<file path="config.mk">
export PLATFORM = sky130hd
export DESIGN_NAME = apb_cmd_master
export DESIGN_NICKNAME = d
export VERILOG_FILES = /design/src/rtl/apb_cmd_master.sv
export SDC_FILE = /design/constraint.sdc
export NUM_CORES = 1
export LEC_CHECK = 0
export CELL_PAD_IN_SITES_DETAIL_PLACEMENT = 1
export CELL_PAD_IN_SITES_GLOBAL_PLACEMENT = 2
export CORE_MARGIN = 4
export CORE_UTILIZATION = 29
export CTS_BUF_LIST = sky130_fd_sc_hd__clkbuf_4
export DETAILED_ROUTE_END_ITERATION = 8
export PLACE_DENSITY = 0.92
export SLEW_MARGIN = 20
export SYNTH_ARGS = -nofsm -noshare
export SYNTH_HDL_FRONTEND = slang
export SYNTH_SLANG_ARGS = --single-unit
</file>
<file path="constraint.sdc">
create_clock -name pclk_i -period 8.6 [get_ports pclk_i]
set_input_delay 2.58 -clock pclk_i [delete_from_list [all_inputs] [get_ports pclk_i]]
set_output_delay 2.58 -clock pclk_i [all_outputs]
set_load 0.1 [all_outputs]
</file>
<file path="src/rtl/apb_cmd_master.sv">
// apb_cmd_master
//   Turns a valid/ready command stream into single APB3 transfers and returns
//   read data plus status on a valid/ready response channel. Only one transfer
//   is in flight at a time. A watchdog aborts a transfer when the slave holds
//   pready low for TIMEOUT_CYCLES ACCESS cycles (TIMEOUT_CYCLES = 0 disables it).
//
// Ports
//   pclk_i, preset_i          clock, asynchronous active-high reset
//   cmd_valid_i/cmd_ready_o   command handshake (ready only in IDLE)
//   cmd_write_i/addr/wdata    command fields
//   rsp_valid_o/rsp_ready_i   response handshake
//   rsp_rdata_o               read data (0 for writes and timeouts)
//   rsp_err_o                 pslverr seen or watchdog abort
//   rsp_timeout_o             watchdog abort
//   psel_o..pwdata_o          APB request side (registered)
//   prdata_i/pready_i/pslverr_i  APB completion side
//   busy_o                    high whenever the FSM is not IDLE
module apb_cmd_master #(
   parameter int ADDR_WIDTH     = 12,
   parameter int DATA_WIDTH     = 32,
   parameter int TIMEOUT_CYCLES = 255,
   parameter int TO_WIDTH       = 8
) (
   input  logic                  pclk_i,
   input  logic                  preset_i,
   input  logic                  cmd_valid_i,
   output logic                  cmd_ready_o,
   input  logic                  cmd_write_i,
   input  logic [ADDR_WIDTH-1:0] cmd_addr_i,
   input  logic [DATA_WIDTH-1:0] cmd_wdata_i,
   output logic                  rsp_valid_o,
   input  logic                  rsp_ready_i,
   output logic [DATA_WIDTH-1:0] rsp_rdata_o,
   output logic                  rsp_err_o,
   output logic                  rsp_timeout_o,
   output logic                  psel_o,
   output logic                  penable_o,
   output logic                  pwrite_o,
   output logic [ADDR_WIDTH-1:0] paddr_o,
   output logic [DATA_WIDTH-1:0] pwdata_o,
   input  logic [DATA_WIDTH-1:0] prdata_i,
   input  logic                  pready_i,
   input  logic                  pslverr_i,
   output logic                  busy_o
);

   typedef enum logic [1:0] {IDLE, SETUP, ACCESS, RESP} state_t;

   localparam bit                TO_EN   = (TIMEOUT_CYCLES != 0);
   // Watchdog value on the last permitted ACCESS cycle; unused when disabled.
   localparam logic [TO_WIDTH-1:0] TO_LAST = TO_WIDTH'(TIMEOUT_CYCLES - 1);

   state_t              state;
   logic [TO_WIDTH-1:0] wdog;

   // Only combinational output; held low while reset is asserted.
   assign cmd_ready_o = (state == IDLE) && !preset_i;

   always_ff @(posedge pclk_i or posedge preset_i) begin
      if (preset_i) begin
         state         <= IDLE;
         psel_o        <= 1'b0;
         penable_o     <= 1'b0;
         pwrite_o      <= 1'b0;
         paddr_o       <= '0;
         pwdata_o      <= '0;
         rsp_valid_o   <= 1'b0;
         rsp_rdata_o   <= '0;
         rsp_err_o     <= 1'b0;
         rsp_timeout_o <= 1'b0;
         busy_o        <= 1'b0;
         wdog          <= '0;
      end else begin
         case (state)
            IDLE: begin
               if (cmd_valid_i && cmd_ready_o) begin
                  pwrite_o  <= cmd_write_i;
                  paddr_o   <= cmd_addr_i;
                  pwdata_o  <= cmd_wdata_i;
                  psel_o    <= 1'b1;
                  penable_o <= 1'b0;
                  busy_o    <= 1'b1;
                  state     <= SETUP;
               end
            end
            SETUP: begin
               penable_o <= 1'b1;
               wdog      <= '0;
               state     <= ACCESS;
            end
            ACCESS: begin
               // pready on the final allowed cycle takes priority over abort.
               if (pready_i) begin
                  psel_o        <= 1'b0;
                  penable_o     <= 1'b0;
                  rsp_rdata_o   <= pwrite_o ? '0 : prdata_i;
                  rsp_err_o     <= pslverr_i;
                  rsp_timeout_o <= 1'b0;
                  rsp_valid_o   <= 1'b1;
                  state         <= RESP;
               end else if (TO_EN && (wdog == TO_LAST)) begin
                  psel_o        <= 1'b0;
                  penable_o     <= 1'b0;
                  rsp_rdata_o   <= '0;
                  rsp_err_o     <= 1'b1;
                  rsp_timeout_o <= 1'b1;
                  rsp_valid_o   <= 1'b1;
                  state         <= RESP;
               end else begin
                  wdog <= wdog + 1'b1;
               end
            end
            RESP: begin
               // Response fields stay put after the handshake until overwritten.
               if (rsp_ready_i) begin
                  rsp_valid_o <= 1'b0;
                  busy_o      <= 1'b0;
                  state       <= IDLE;
               end
            end
            default: state <= IDLE;
         endcase
      end
   end

endmodule

</file>
==> metrics.txt, run 1 <==
Mapped Area=between 4000 and 5000 um2; HP Class=flip-flop to flip-flop; Least-Margin Pin Slew=roughly 1.0 ns; Final period util=81.2%; min Tclk post-route=6.98 ns; I/O Buffers=166; H-tree depth=3; WL/cell=approximately 18 um; FF+latch count, synth=between 90 and 100; final net count=577; Final ANT Viol Nets=0; Critical Path Source Type=input pin; WL final=11700 um; DR vias/cell=about 4.8; most instantiated cells after synthesis=93 x dfrtp_1, 47 x mux2_1, 39 x inv_1, 35 x o21ai_1, 32 x nand4b_1; Core Util, Final=roughly 44%; Synth Flop Type=dfrtp_1; IO Count=approximately 170; Die Area=15800 um2; Clock Latency Late Sink=~0.44 ns; clock skew=0.0190 ns; Core Area=approximately 13000 um2; GRT Util Overall=approximately 15%; area of the multi-input gates=1430 um2; slowest CP cell=clkdlybuf4s50_1; Avg Inst Size Synth=12.3 um2; Slew Limit Fails=0; most instantiated library cell after synthesis=dfrtp_1; main area contributors after synthesis=dfrtp_1 58%, mux2_1 13%, nand4b_1 7.0%, o21ai_1 4.4%, inv_1 3.6%; Distinct cells, synth=39; Final WS setup=between 1.5 and 2 ns; Site Rows=between 40 and 50; Initial Utilization=between 20% and 30%; clock-pin slew on the worst setup and hold paths=~0.12 ns; CTS tree=done; critical path class=input pin to output pin; Area Growth Syn to Fin=48.0%; Placement Setup Slack=~1.6 ns; crit path max fanout=3; Post-CTS Setup Bufs=0; Resized cells post-CTS=0; DRC=0; initial antenna violation count=0; RSZ-0062 raised after global routing=no; drt initial violations=144; crit path cell chain=clkdlybuf4s50_1 -> nor2b_1 -> clkdlybuf4s50_1; vias in the first global route=3465; first-pass GRT wire length=between 15000 and 20000 um; FMAX=about 140 MHz; Hold WS=~0.5 ns; Critical Path AT=~4.4 ns; vias=~3200; Hold-fix buffers, CTS=0; fillers=around 1400; number of clock buffers inserted by TritonCTS=9; RePlAce Congestion=approximately 0.71; share of layout cells above drive strength 1=5.32%; sequential share of the synthesized area=about three fifths; final setup vio count=0; setup TNS=0 ns; Final Hold Fails=0; CP dominant cell by count=clkdlybuf4s50_1; total gr overflow=0; element type at the critical path end=output pin; largest net degree at the start of global routing=just over 80; Die H=between 100 and 150 um; dpl hpwl=8570 um; CTS Sinks=93; post-synth top area share=58.0%; slew margin rel.=between 30 and 40%; register area=2330 um2; Yosys warning count=0; post-synth net total=between 400 and 500; Synth Instances=between 300 and 400; Detailed Routing Iterations Pass 1=4; DIE WIDTH=between 100 and 150 um; status=finished clean; async set-reset flop share out of synthesis=100%; Post-synth EDFFs=0; Yosys top cell by area=dfrtp_1; delay of the slowest critical-path stage=1.16 ns; Max Cap Viol=0; n_diodes=0; root buf cell=clkbuf_4; Req. time, crit path=6.02 ns; worst-case clock buffer depth=2
## critical path: cells and delay by family
family / cells / cell delay [ns]
buf+inv: 2 / 1.65
simple gates: 1 / 0.18
## flip-flops by register name (all words and copies together) (netlist names)
name	count
penable_o	1
psel_o	1
paddr_o	12
wdog	8
pwdata_o	32
busy_o	1
pwrite_o	1
rsp_timeout_o	1
rsp_rdata_o	32
rsp_valid_o	1
rsp_err_o	1
state	2
## final timing paths
path                       slack (ns)         start               to  cells after the start
min                              0.50  pwdata_o[15]     pwdata_o[15]                      1
max                              1.62      preset_i      cmd_ready_o                      3
max reg2reg                      6.35      state[0]  rsp_rdata_o[22]                      6
min reg2reg                      0.50  pwdata_o[15]     pwdata_o[15]                      1
max in group asynchronous        5.18      preset_i  rsp_rdata_o[20]                      3
min in group asynchronous        2.45      preset_i       paddr_o[0]                      2
## metal layers
| layer | share of wire, % | vias to the layer above | wire length [um] | GRT usage, % |
|---|---|---|---|---|
| met5 | 0 | - | 0 | 0 |
| met4 | 1.7 | 0 | 193 | 5.23 |
| met2 | 54 | 78 | 6250 | 26.5 |
| met1 | 41 | 1636 | 4740 | 17.5 |
| li1 | - | 1454 | - | - |
| met3 | 4.1 | 15 | 473 | 3.13 |
## area by class of cell
type	count	share of cell area (%)
Clock buffer	10	1.26
Clock inverter	3	0.674
Inverter	40	2.57
Timing Repair Buffer	170	28.6
Tap cell	176	3.71
Multi-Input combinational cell	173	24.0
Sequential cell	93	39.2
## kinds of logic (layout without fill, tap and decap cells)
logic type | count (synthesis) | in the layout | share of synthesized area, %
flops | 93 | 93 | 58.0
simple gates | 63 | 63 | 11.7
buf+inv | 60 | 223 | 6.39
compound gates | 53 | 53 | 7.80
mux | 50 | 50 | 13.9
fa+ha+maj | 7 | 7 | 2.18
## through the flow
stage                     cell area (um2)  std cells
after global routing                 5940        665
final                                5940        665
after floorplan                      4010        326
after CTS                            5930        665
after detailed placement             5820        652
after global placement               5820        652
## placed cells by master, fill, tap and decap left out, types with 2 or more instances in the layout
cell               n
a211o_1            2
nand3_1            5
mux2_1            47
ha_1               7
nand4_1            2
clkbuf_4          10
nand2_1           10
and3_1             3
inv_1             38
o21ai_1           35
a21oi_2            2
nor3_1             2
dfrtp_1           93
mux2i_1            3
a21oi_1            4
buf_4              3
nand4b_1          32
clkdlybuf4s50_1  166
clkinv_2           2
Power of run 1 is left out: the tool's default activity adds up to more than one toggle a clock period on the data nets, which glitch-free logic cannot reach.
==> run 2: changes to the inputs <==
- CORE_UTILIZATION: 29 -> 27
- PLACE_DENSITY: 0.92 -> 0.86
- clock period: 8.6 -> 7.1 ns (I/O delays scaled with it)
==> run 2 against run 1 <==
Compared with the run above:
- via count shrank 0.69%
- routed wire length shrank 1.2%
- sequential share of layout area is essentially flat
- count of clock-buffer cells in the layout is the same
- non-clock buffer count is the same
- clock skew shrank 0.0031 ns
- critical path depth is the same
- global-route usage shrank 1.0 points
- utilization shrank 3.4 points
- design area is essentially flat
- final cell count grew 1.7%
==> metrics.txt, run 2 (synthesis results as in run 1) <==
Critical Path Source Type=input pin; Req. time, crit path=roughly 5.0 ns; crit path max fanout=3; delay-heaviest family, CP=buffers and inverters; placed instance count=between 600 and 700; placed instance area=between 5000 and 6000 um2; Hold-fix buffers, CTS=0; element type at the critical path end=output pin; Detailed Routing Iterations Pass 1=4; Slew Limit Fails=0; CTS tree=done; min Tclk post-route=~5.3 ns; CTS Sinks=93; Final period util=about 74%; HP Start=pwdata_o[15]; RSZ-0062 raised after global routing=no; HP Class=flip-flop to flip-flop; register area=between 2000 and 2500 um2; area of the multi-input gates=roughly 1400 um2; Critical path buffers and inverters=2; first-pass GRT wire length=about 18000 um; Final WS setup=~1.8 ns; status=finished clean; critical path class=input pin to output pin; Final Non-Filler Cells=a little under 700; design area=just under 6000 um2; clock skew=0.0160 ns; internal reg-to-reg setup slack=4.81 ns; Post-CTS Setup Bufs=0; largest net degree at the start of global routing=between 70 and 80; H-tree depth=3; drt initial violations=~120; crit path cell chain=clkdlybuf4s50_1 -> nor2b_1 -> buf_4; worst-case clock buffer depth=2; most common cell after layout, fill and taps aside=clkdlybuf4s50_1; Critical Path AT=3.16 ns; Max Cap Viol=0; most frequent cells in the layout=165 x clkdlybuf4s50_1, 93 x dfrtp_1, 47 x mux2_1; clock-pin slew on the worst setup and hold paths=0.15 ns; fillers=between 1500 and 2000; WL final=around 12000 um; FMAX=approximately 190 MHz; biggest regs=pwdata_o: 32 flops, rsp_rdata_o: 32 flops, paddr_o: 12 flops; setup TNS=0 ns; delay of the slowest critical-path stage=roughly 0.49 ns; Least-Margin Pin Slew=1.03 ns; Area Growth Syn to Fin=48.1%; GRT Util Overall=13.8%; Clock Latency Late Sink=approximately 0.46 ns; Resized cells post-CTS=0; Site Rows=44; share of layout cells above drive strength 1=between 5 and 6%; Final ANT Viol Nets=0; WL/cell=about 17 um; total gr overflow=0; final net count=577; CP startpoint=preset_i; Placement Setup Slack=between 1.5 and 2 ns; Initial Utilization=around 28%; vias=3161; Die H=130 um; IO Count=167; dpl hpwl=8530 um; final setup vio count=0; root buf cell=clkbuf_4; DIE WIDTH=around 130 um; I/O Buffers=roughly 170; Die Area=16900 um2; slowest CP cell=clkdlybuf4s50_1; RePlAce Congestion=0.697; DR vias/cell=about 4.7; vias in the first global route=between 3000 and 4000; slew margin rel.=a little under a third; Critical R2R Launch=state[0]; number of clock buffers inserted by TritonCTS=9; DRC=0; Core Area=between 10000 and 15000 um2; initial antenna violation count=1; Final Hold Fails=0
run 2: worst reg2reg max path: stages (launching register included):
cell and delay [ns]:
dfrtp_1 0.44, inv_1 0.12, ha_1 0.60, inv_2 0.15
nor2_4 0.68, o22a_1 0.25
run 2: final cells by class:
type | instances | share of cell area, %
Sequential cell | 93 | 39.2
Timing Repair Buffer | 170 | 28.4
Multi-Input combinational cell | 173 | 24.0
Tap cell | 184 | 3.87
Inverter | 40 | 2.57
Clock buffer | 10 | 1.26
Clock inverter | 5 | 0.632
Antenna cell | 1 | 0.0421
run 2: worst paths after layout:
path	to	cells after the start
worst max-delay path	cmd_ready_o	3
worst min-delay path	pwdata_o[15]	1
worst max register to register	rsp_err_o	5
worst min register to register	pwdata_o[15]	1
max in group asynchronous	rsp_rdata_o[9]	3
min in group asynchronous	paddr_o[10]	2
run 2: metrics by stage:
stage / util, % / hold slack [ns]
floorplan: - / 0.461
global placement: 40.1 / 0.473
detailed placement: 40.1 / 0.483
CTS: 40.9 / 0.516
global route: 40.9 / 0.522
finish: 40.9 / 0.509
run 2: layer usage:
layer / share of wire [%] / global-route usage [%] / vias up
met3: 5.0 / 2.91 / 18
li1: - / - / 1459
met5: 0 / 0 / -
met1: 40 / 16.1 / 1597
met4: 2.4 / 5.87 / 0
met2: 52 / 24.6 / 87
Power of run 2 is left out for the same reason.
